### src/rtl/shot_sched_pkg.sv
// Shared types and constants for the shot scheduler: state encoding,
// default sizes and the requester-index width helper.
package shot_sched_pkg;

    typedef enum logic [1:0] {
        ST_IDLE  = 2'd0,
        ST_RUN   = 2'd1,
        ST_DONE  = 2'd2,
        ST_GUARD = 2'd3
    } state_t;

    localparam int DEF_NREQ  = 4;
    localparam int DEF_CNT_W = 8;

    function automatic int id_width(input int n);
        return (n > 1) ? $clog2(n) : 1;
    endfunction

endpackage

### src/rtl/shot_scheduler_if.sv
// Requester/consumer bundle of the shot scheduler; the scheduler takes the
// slave view, the requesting side (or a bench) drives the master view.
interface shot_scheduler_if
    import shot_sched_pkg::*;
#(
    parameter int NREQ  = DEF_NREQ,
    parameter int CNT_W = DEF_CNT_W
);
    localparam int ID_W = id_width(NREQ);

    logic [NREQ-1:0]  req;
    logic [CNT_W-1:0] win_lo;
    logic [CNT_W-1:0] win_hi;
    logic             abort;
    logic [NREQ-1:0]  gnt;
    logic             busy;
    logic             shot_o;
    logic [ID_W-1:0]  shot_id;
    logic             done_o;
    logic             aborted_o;
    logic             cfg_err_o;

    modport master (
        output req, win_lo, win_hi, abort,
        input  gnt, busy, shot_o, shot_id, done_o, aborted_o, cfg_err_o
    );

    modport slave (
        input  req, win_lo, win_hi, abort,
        output gnt, busy, shot_o, shot_id, done_o, aborted_o, cfg_err_o
    );
endinterface

### src/rtl/shot_scheduler_rr_arbiter.sv
// Round-robin arbiter: one-hot grant starting the search at ptr_q; the
// pointer moves past the winner only when en_i accepts the grant.
module rr_arbiter
    import shot_sched_pkg::*;
#(
    parameter int NREQ = DEF_NREQ
) (
    input  logic            clk,
    input  logic            rst_n,
    input  logic [NREQ-1:0] req_i,
    input  logic            en_i,
    output logic [NREQ-1:0] gnt_o
);
    localparam int PW = id_width(NREQ);
    localparam int SW = PW + 1;

    logic [PW-1:0] ptr_q;
    logic [PW-1:0] ptr_d;

    always_comb begin
        logic [SW-1:0] sum;
        logic [PW-1:0] idx;
        logic          found;
        gnt_o = '0;
        ptr_d = ptr_q;
        found = 1'b0;
        for (int k = 0; k < NREQ; k++) begin
            sum = {1'b0, ptr_q} + SW'(k);
            if (sum >= SW'(NREQ)) begin
                sum = sum - SW'(NREQ);
            end
            idx = sum[PW-1:0];
            if (!found && req_i[idx]) begin
                found      = 1'b1;
                gnt_o[idx] = 1'b1;
                ptr_d      = (idx == PW'(NREQ - 1)) ? '0 : idx + 1'b1;
            end
        end
    end

    always_ff @(posedge clk) begin
        if (!rst_n) begin
            ptr_q <= '0;
        end else if (en_i && |req_i) begin
            ptr_q <= ptr_d;
        end
    end

endmodule

### src/rtl/shot_scheduler.sv
// Shares one windowed one-shot counter between NREQ requesters.
// Optional SHOT_GUARD_EN inserts GUARD_CYC idle cycles after every service.
module shot_scheduler
    import shot_sched_pkg::*;
#(
    parameter int NREQ      = DEF_NREQ,
    parameter int CNT_W     = DEF_CNT_W,
    parameter int GUARD_CYC = 3
) (
    input  logic               clk,
    input  logic               rst_n,
    shot_scheduler_if.slave    bus
);
    localparam int ID_W = id_width(NREQ);
    localparam int GW   = id_width(GUARD_CYC + 1);
`ifdef SHOT_GUARD_EN
    localparam bit GUARD_EN = 1'b1;
`else
    localparam bit GUARD_EN = 1'b0;
`endif

    state_t           state_q;
    logic [NREQ-1:0]  gnt_q;
    logic [ID_W-1:0]  shot_id_q;
    logic [CNT_W-1:0] cnt_q;
    logic [CNT_W-1:0] lo_q;
    logic [CNT_W-1:0] hi_q;
    logic             aborted_q;
    logic             cfg_err_q;
    logic [GW-1:0]    guard_q;

    logic [NREQ-1:0]  arb_gnt;
    logic [ID_W-1:0]  win_id;
    logic             arb_en;

    assign arb_en = (state_q == ST_IDLE);

    rr_arbiter #(.NREQ(NREQ)) u_arb (
        .clk   (clk),
        .rst_n (rst_n),
        .req_i (bus.req),
        .en_i  (arb_en),
        .gnt_o (arb_gnt)
    );

    always_comb begin
        win_id = '0;
        for (int k = 0; k < NREQ; k++) begin
            if (arb_gnt[k]) begin
                win_id = ID_W'(k);
            end
        end
    end

    always_ff @(posedge clk) begin
        if (!rst_n) begin
            state_q   <= ST_IDLE;
            gnt_q     <= '0;
            shot_id_q <= '0;
            cnt_q     <= '0;
            lo_q      <= '0;
            hi_q      <= '0;
            aborted_q <= 1'b0;
            cfg_err_q <= 1'b0;
            guard_q   <= '0;
        end else begin
            case (state_q)
                ST_IDLE: begin
                    if (|bus.req) begin
                        gnt_q     <= arb_gnt;
                        shot_id_q <= win_id;
                        lo_q      <= bus.win_lo;
                        hi_q      <= bus.win_hi;
                        cnt_q     <= '0;
                        if (bus.win_lo <= bus.win_hi) begin
                            state_q <= ST_RUN;
                        end else begin
                            state_q   <= ST_DONE;
                            cfg_err_q <= 1'b1;
                        end
                    end
                end
                ST_RUN: begin
                    // Stop at hi_q instead of incrementing, so hi = max never wraps.
                    if (bus.abort) begin
                        state_q   <= ST_DONE;
                        aborted_q <= 1'b1;
                    end else if (cnt_q == hi_q) begin
                        state_q <= ST_DONE;
                    end else begin
                        cnt_q <= cnt_q + 1'b1;
                    end
                end
                ST_DONE: begin
                    gnt_q     <= '0;
                    aborted_q <= 1'b0;
                    cfg_err_q <= 1'b0;
                    if (GUARD_EN) begin
                        state_q <= ST_GUARD;
                        guard_q <= GW'((GUARD_CYC > 0) ? GUARD_CYC - 1 : 0);
                    end else begin
                        state_q <= ST_IDLE;
                    end
                end
                ST_GUARD: begin
                    if (guard_q == '0) begin
                        state_q <= ST_IDLE;
                    end else begin
                        guard_q <= guard_q - 1'b1;
                    end
                end
                default: state_q <= ST_IDLE;
            endcase
        end
    end

    assign bus.gnt       = gnt_q;
    assign bus.busy      = (state_q != ST_IDLE);
    assign bus.shot_o    = (state_q == ST_RUN) && (cnt_q >= lo_q);
    assign bus.shot_id   = shot_id_q;
    assign bus.done_o    = (state_q == ST_DONE);
    assign bus.aborted_o = aborted_q;
    assign bus.cfg_err_o = cfg_err_q;

endmodule
### src/flat_wrapper.sv
// flat-port wrapper written by rule: the top's interface ports become plain ports
module shot_scheduler_flat import shot_sched_pkg::*;
#(
    parameter int NREQ      = DEF_NREQ,
    parameter int CNT_W     = DEF_CNT_W,
    parameter int GUARD_CYC = 3
)
  (clk, rst_n, bus_req, bus_win_lo, bus_win_hi, bus_abort, bus_gnt, bus_busy, bus_shot_o, bus_shot_id, bus_done_o, bus_aborted_o, bus_cfg_err_o);
  shot_scheduler_if #(.NREQ(NREQ), .CNT_W(CNT_W)) bus_i ();
  input  logic clk;
  input  logic rst_n;
  input wire logic [$bits(bus_i.req)-1:0] bus_req;
  input wire logic [$bits(bus_i.win_lo)-1:0] bus_win_lo;
  input wire logic [$bits(bus_i.win_hi)-1:0] bus_win_hi;
  input wire logic [$bits(bus_i.abort)-1:0] bus_abort;
  output wire logic [$bits(bus_i.gnt)-1:0] bus_gnt;
  output wire logic [$bits(bus_i.busy)-1:0] bus_busy;
  output wire logic [$bits(bus_i.shot_o)-1:0] bus_shot_o;
  output wire logic [$bits(bus_i.shot_id)-1:0] bus_shot_id;
  output wire logic [$bits(bus_i.done_o)-1:0] bus_done_o;
  output wire logic [$bits(bus_i.aborted_o)-1:0] bus_aborted_o;
  output wire logic [$bits(bus_i.cfg_err_o)-1:0] bus_cfg_err_o;
  assign bus_i.req = bus_req;
  assign bus_i.win_lo = bus_win_lo;
  assign bus_i.win_hi = bus_win_hi;
  assign bus_i.abort = bus_abort;
  assign bus_gnt = bus_i.gnt;
  assign bus_busy = bus_i.busy;
  assign bus_shot_o = bus_i.shot_o;
  assign bus_shot_id = bus_i.shot_id;
  assign bus_done_o = bus_i.done_o;
  assign bus_aborted_o = bus_i.aborted_o;
  assign bus_cfg_err_o = bus_i.cfg_err_o;
  shot_scheduler #(.NREQ(NREQ), .CNT_W(CNT_W), .GUARD_CYC(GUARD_CYC)) u_core (.clk(clk), .rst_n(rst_n), .bus(bus_i));
endmodule
### config.mk
export PLATFORM = sky130hd
export DESIGN_NAME = shot_scheduler_flat
export DESIGN_NICKNAME = d
export VERILOG_FILES = /design/src/rtl/shot_sched_pkg.sv /design/src/rtl/shot_scheduler_if.sv /design/src/rtl/shot_scheduler_rr_arbiter.sv /design/src/rtl/shot_scheduler.sv /design/src/flat_wrapper.sv
export SDC_FILE = /design/constraint.sdc
export NUM_CORES = 1
export LEC_CHECK = 0
export ABC_AREA = 1
export BUFFER_PORTS_ARGS = -buffer_cell sky130_fd_sc_hd__buf_2
export CAP_MARGIN = 20
export CELL_PAD_IN_SITES_DETAIL_PLACEMENT = 1
export CELL_PAD_IN_SITES_GLOBAL_PLACEMENT = 1
export CORE_ASPECT_RATIO = 1.1
export CORE_MARGIN = 5
export CORE_UTILIZATION = 35
export CTS_BUF_LIST = sky130_fd_sc_hd__clkbuf_2
export DETAILED_ROUTE_END_ITERATION = 7
export PLACE_DENSITY_LB_ADDON = 0.1
export SYNTH_ARGS = -nofsm -noshare
export SYNTH_HDL_FRONTEND = slang
export SYNTH_SLANG_ARGS = --single-unit
### constraint.sdc
create_clock -name clk -period 2.35 [get_ports clk]
set_input_delay 0.235 -clock clk [delete_from_list [all_inputs] [get_ports clk]]
set_output_delay 0.235 -clock clk [all_outputs]
set_load 0.1 [all_outputs]
### After elaboration in Yosys (flattened, before gate mapping)

Index checks and enable logic that the tools add are counted.

| operators by class | value |
|---|---|
| add/subtract/negate cells | 13 |
| $lt $le $gt $ge | 14 |
| eq/ne operators | 15 |
| mux-type cells | 55 |
| bitwise operators | 4 |
| reductions and logical operators | 28 |

Operator list:

| kind | count |
|---|---|
| 2-bit 2-to-1 mux | 19 |
| 8-bit 2-to-1 mux | 3 |
| 4-bit 2-to-1 mux | 5 |
| 8-bit case mux with 2 select lines | 1 |
| 1-bit 2-to-1 mux | 15 |
| 2-bit equality test, second input constant | 6 |
| 2-bit by 3-bit less-than comparator with 1-bit output, second input constant | 4 |
| 4-bit OR | 3 |
| 2-bit AND reduction | 5 |
| 2-bit by 1-bit subtractor with 2-bit output, second input constant | 5 |
| 3-bit >= comparator, second input constant | 3 |
| 1-bit logical AND | 9 |
| 2-bit by 1-bit adder with 2-bit output, second input constant | 4 |
| 8-bit by 1-bit adder with 8-bit output, second input constant | 1 |
| 1-bit binary-select mux with 2-bit select | 4 |
| 1-bit demux with 2-bit select | 4 |
| 8-bit equality test | 1 |
| 2-bit by 1-bit >= comparator with 1-bit output, second input constant | 4 |
| 8-bit >= comparator | 1 |
| 8-bit <= comparator | 1 |
| 2-bit != test, second input constant | 4 |
| 2-bit case mux with 4 select lines | 1 |
| 4-bit case mux with 2 select lines | 1 |
| 2-bit nonzero test | 4 |
| 14 further kinds | 21 |

| word-level totals | value |
|---|---|
| register bits after elaboration | 38 |
| output and inout bits | 11 |
| logic and storage cells | 139 |

### Longest topological paths before layout

| logic depth | value |
|---|---|
| depth after elaboration | 17 |
| mapped depth | 15 |
| depth with buffers taken out | 14 |

### Hierarchy

A second synthesis with hierarchy kept.

| second synthesis, totals | value |
|---|---|
| cell total of the unflattened synthesis | 368 |
| area, all modules | 2632.5 um^2 |

Modules (own cells, without submodules):

| module | times used | cells an instance | area each (um^2) | seq. area each (um^2) |
|---|---|---|---|---|
| shot_scheduler | 1 | 277 | 2064.5 | 720.7 |
| rr_arbiter | 1 | 91 | 568.0 | 40.0 |

### Worst setup path after synthesis

Ideal clock, no wire load.

| path | value |
|---|---|
| kind | reg2reg |
| start | register u_core.state_q[1] |
| end | register u_core.gnt_q[0] (netlist: u_core.bus.gnt[0]) |
| setup time | 0.122 ns |
| arrival time | 2.162 ns |
| data required time | 2.228 ns |
| slack | 0.067 ns |
| cell stages (with the launch flop) | 6 |
| path buffers | 0 |
| period minus slack after synthesis | 2.283 ns |
| cells stage by stage | dfxtp_1 inv_1 nor2_1 nor2_1 nand2_1 a21oi_1 |

| on the way | value |
|---|---|
| longest elaborated chain between the ends | 3 |
| elaborated cells between the ends (all ways) | 6 |
| those cells by class | eq/ne (2); mux (1); reduce/logical (3) |

Ends and longest elaborated chain:

| element | line | RTL |
|---|---|---|
| start, declared | shot_scheduler.sv:22 | `state_t state_q;` |
| start signal, assigned | shot_scheduler.sv:57 | `state_q <= ST_IDLE;` |
| start signal, assigned | shot_scheduler.sv:76 | `state_q <= ST_RUN;` |
| start signal, assigned | shot_scheduler.sv:78 | `state_q <= ST_DONE;` |
| 2-bit equality test * | -- |  |
| via bus_done_o | flat_wrapper.sv:20 | `output wire logic [$bits(bus_i.done_o)-1:0] bus_done_o;` |
| 2-bit nonzero test (no line) | -- |  |
| 2-bit AND reduction (no line) | -- |  |
| end signal, assigned | shot_scheduler.sv:70 | `gnt_q <= arb_gnt;` |
| end, declared | shot_scheduler.sv:23 | `logic [NREQ-1:0] gnt_q;` |

Mark *: on every way through the listed nets, which the timed path passes. The rest lies on a longest branch.
A chain may end at the register's enable or synchronous reset.

### Worst setup path after layout

| path | value |
|---|---|
| start | register u_core.cnt_q[7] |
| end | output port bus_shot_o |

| on the way | value |
|---|---|
| longest elaborated chain between the ends | 2 |

Ends and longest elaborated chain:

| element | line | RTL |
|---|---|---|
| start, declared | shot_scheduler.sv:25 | `logic [CNT_W-1:0] cnt_q;` |
| start signal, assigned | shot_scheduler.sv:91 | `cnt_q <= cnt_q + 1'b1;` |
| 8-bit >= comparator | shot_scheduler.sv:119 | `assign bus.shot_o = (state_q == ST_RUN) && (cnt_q >= lo_q);` |
| 1-bit logical AND | shot_scheduler.sv:119 |  |
| end, declared | flat_wrapper.sv:18 | `output wire logic [$bits(bus_i.shot_o)-1:0] bus_shot_o;` |

Every way passes these cells.

==> impl_metrics.env <==
export IMPL_pin_count=34
export IMPL_crit_path_start_kind="flip-flop"
export IMPL_core_um2=6887
export IMPL_syn_to_final_growth_pct=14.66
export IMPL_post_route_min_period_ns=2.141
export IMPL_postCtsSetupBuffers=0
export IMPL_synthDistinctLibCells=35
export IMPL_synthTopCellsByArea="dfxtp_1 (31%), nand2_1 (13%), ha_1 (12%)"
export IMPL_clock_fmax_mhz=467.1
export IMPL_startpoint="u_core.cnt_q[7]$_SDFFE_PN0P_"
export IMPL_synth_top_area_share_pct=31.16
export IMPL_vias=2395
export IMPL_synth_nets=396
export IMPL_drtIter0Drc=54
export IMPL_yosysMostFrequentCell="nand2_1"
export IMPL_fill_cells=928
export IMPL_ant_nets=0
export IMPL_setup_worst_path_end_class="output port"
export IMPL_rsz0062_at_grt="no"
export IMPL_synthArstFlopShare_pct=0
export IMPL_cts_buffer_depth=2
export IMPL_layout_drive_gt1_share_pct=17.51
export IMPL_yosysSeqAreaShare_pct=31.16
export IMPL_setup_violations=0
export IMPL_path_max_fanout=5
export IMPL_antenna_found_initial=0
export IMPL_required_ns=2.12
export IMPL_via_per_inst=5.000
export IMPL_clk_pin_slew_ns=0.22
export IMPL_hold_path_class="primary input to flip-flop"
export IMPL_power_total_mw=2.726
export IMPL_final_hold_violation_count=0
export IMPL_clock_sinks=38
export IMPL_ys_ff_latch=38
export IMPL_drc=0
export IMPL_regArea_um2=762.0
export IMPL_cts_root_buf="clkbuf_2"
export IMPL_die_w_um=89.63
export IMPL_grt_max_degree=24
export IMPL_slew_viol_final=0
export IMPL_place_congestion=0.8972
export IMPL_power_density_nw_per_um2=973.9
export IMPL_hold_buffers=0
export IMPL_p_leak_nw=1.347
export IMPL_row_count=32
export IMPL_fin_tns_setup_ns=0
export IMPL_dp_hpwl_um=5778
export IMPL_initial_core_util_pct=35.45
export IMPL_yosysTopAreaCell="dfxtp_1"
export IMPL_max_cap_viol_count=0
export IMPL_ys_top_cells_by_count="nand2_1 (82), a21oi_1 (42), inv_1 (42)"
export IMPL_rr_startpoint="u_core.u_arb.ptr_q[0]$_SDFFE_PN0P_"
export IMPL_wl_um=7187
export IMPL_diodes=0
export IMPL_grt_remaining_overflow=0
export IMPL_worstPathArrival_ns=1.91
export IMPL_nNetsFinal=439
export IMPL_slew_headroom_pct=61.65
export IMPL_clock_latency_ns=0.38
export IMPL_wl_per_cell_um=15.00
export IMPL_ys_warn_count=0
export IMPL_synth_edff_count=0
export IMPL_cts_tree="done"
export IMPL_die_height_um=97.59
export IMPL_avgSynthCellArea_um2=6.975
export IMPL_first_pass_iters=4
export IMPL_timing_final_crit_share_pct=91.10
export IMPL_multi_input_area_um2=1461
export IMPL_status="completed"
export IMPL_hp_start="bus_win_hi[3]"
export IMPL_path_class="flip-flop to output port"
export IMPL_grt_use_total_pct=17.39
export IMPL_grt_pass1_vias=2517
export IMPL_synth_ff_type="dfxtp_1"
export IMPL_htreeDepth=2
export IMPL_grt_pass1_wl_um=11870
export IMPL_synth_cell_area_um2=2441
export IMPL_die_area_um2=8747
export IMPL_ir_worst_vdd_uv=587.3
export IMPL_synthesis_instances=350
export IMPL_worst_pin_slew_ns=0.5708
export IMPL_numCtsBuffers=5
export IMPL_port_buffers=33
export IMPL_skew_ns=0.008787
export IMPL_r2r_slack_ns=0.36
==> power breakdown <==
part | internal (mW) | switching [mW] | total, mW
clock | 0.0681 | 0.238 | 0.306
sequential | 0.762 | 0.0702 | 0.833
combinational | 0.445 | 1.14 | 1.59
==> through the flow <==
stage	hold WS [ns]	instance area [um2]	util, %	setup slack (ns)	instances
6_report	0.07934	2799	40.64	0.2092	479
5_1_grt	0.01687	2799	40.64	0.03506	479
4_1_cts	0.04833	2794	40.57	0.1020	479
3_5_place_dp	0.4460	2750	39.93	0.3807	471
3_3_place_gp	0.4401	2750	39.93	0.4410	471
2_1_floorplan	0.3734	2441	-	0.06679	350
==> critical path, cell delays in order, from the launching register on <==
cell,delay (ns)
dfxtp_1,0.42
ha_1,0.32
nand2_1,0.07
nor2_1,0.14
nand4_1,0.09
o2111ai_1,0.12
nand2_1,0.08
inv_1,0.07
buf_6,0.22
==> registers in the layout (all words and copies together), names as in the netlist <==
signal                cells
u_core.cnt_q              8
u_core.hi_q               8
u_core.guard_q            2
u_core.bus.aborted_o      1
u_core.bus.gnt            4
u_core.lo_q               8
u_core.bus.shot_id        2
u_core.state_q            2
u_core.bus.cfg_err_o      1
u_core.u_arb.ptr_q        2
==> cells in the final DEF, fill, tap and decap left out, types with 3 or more instances in the layout <==
master	n
o21ai_0	26
xnor2_1	9
dfxtp_1	37
inv_2	3
nand3_1	20
ha_1	23
inv_1	42
buf_4	10
nand4_1	6
nand2_2	4
nand2_1	82
clkbuf_2	5
buf_2	32
nand3b_1	3
nor2_1	23
a21oi_1	42
nand2_4	3
==> layout make-up <==
type	instances	share of cell area, %
clock buffers	5	0.8941
flip-flops and latches	38	27.22
multi-input cells	258	52.21
inverters	47	6.482
repair buffers	43	8.806
clock inverters	3	0.5811
well taps	85	3.800
==> layer usage <==
layer	up-vias	track usage [%]	routed length [um]
met5	-	0	0
met4	0	4.582	101
met3	8	3.393	183
met2	27	31.25	3778
met1	1133	20.35	3124
li1	1227	-	-
==> timing repair <==
action,in CTS,in global routing
resized for setup,1,2
setup endpoints to repair,1,1
endpoints found under the hold margin,0,0
==> kinds of logic after synthesis <==
| group | synth area share (%) |
|---|---|
| compound gates | 15.43 |
| xor+xnor | 3.947 |
| buf+inv | 8.969 |
| simple gates | 28.70 |
| flops | 31.16 |
| fa+ha+maj | 11.79 |
==> worst paths after layout <==
path                                                      endpoint  cells after the start
worst max-delay path                                    bus_shot_o                      8
worst min-delay path                   u_core.hi_q[3]$_SDFFE_PN0P_                      3
worst max register to register  u_core.u_arb.ptr_q[1]$_SDFFE_PN0P_                     12
worst min register to register   u_core.bus.aborted_o$_SDFFE_PN0P_                      2
Note: power is estimated with default switching activity, not from simulation.
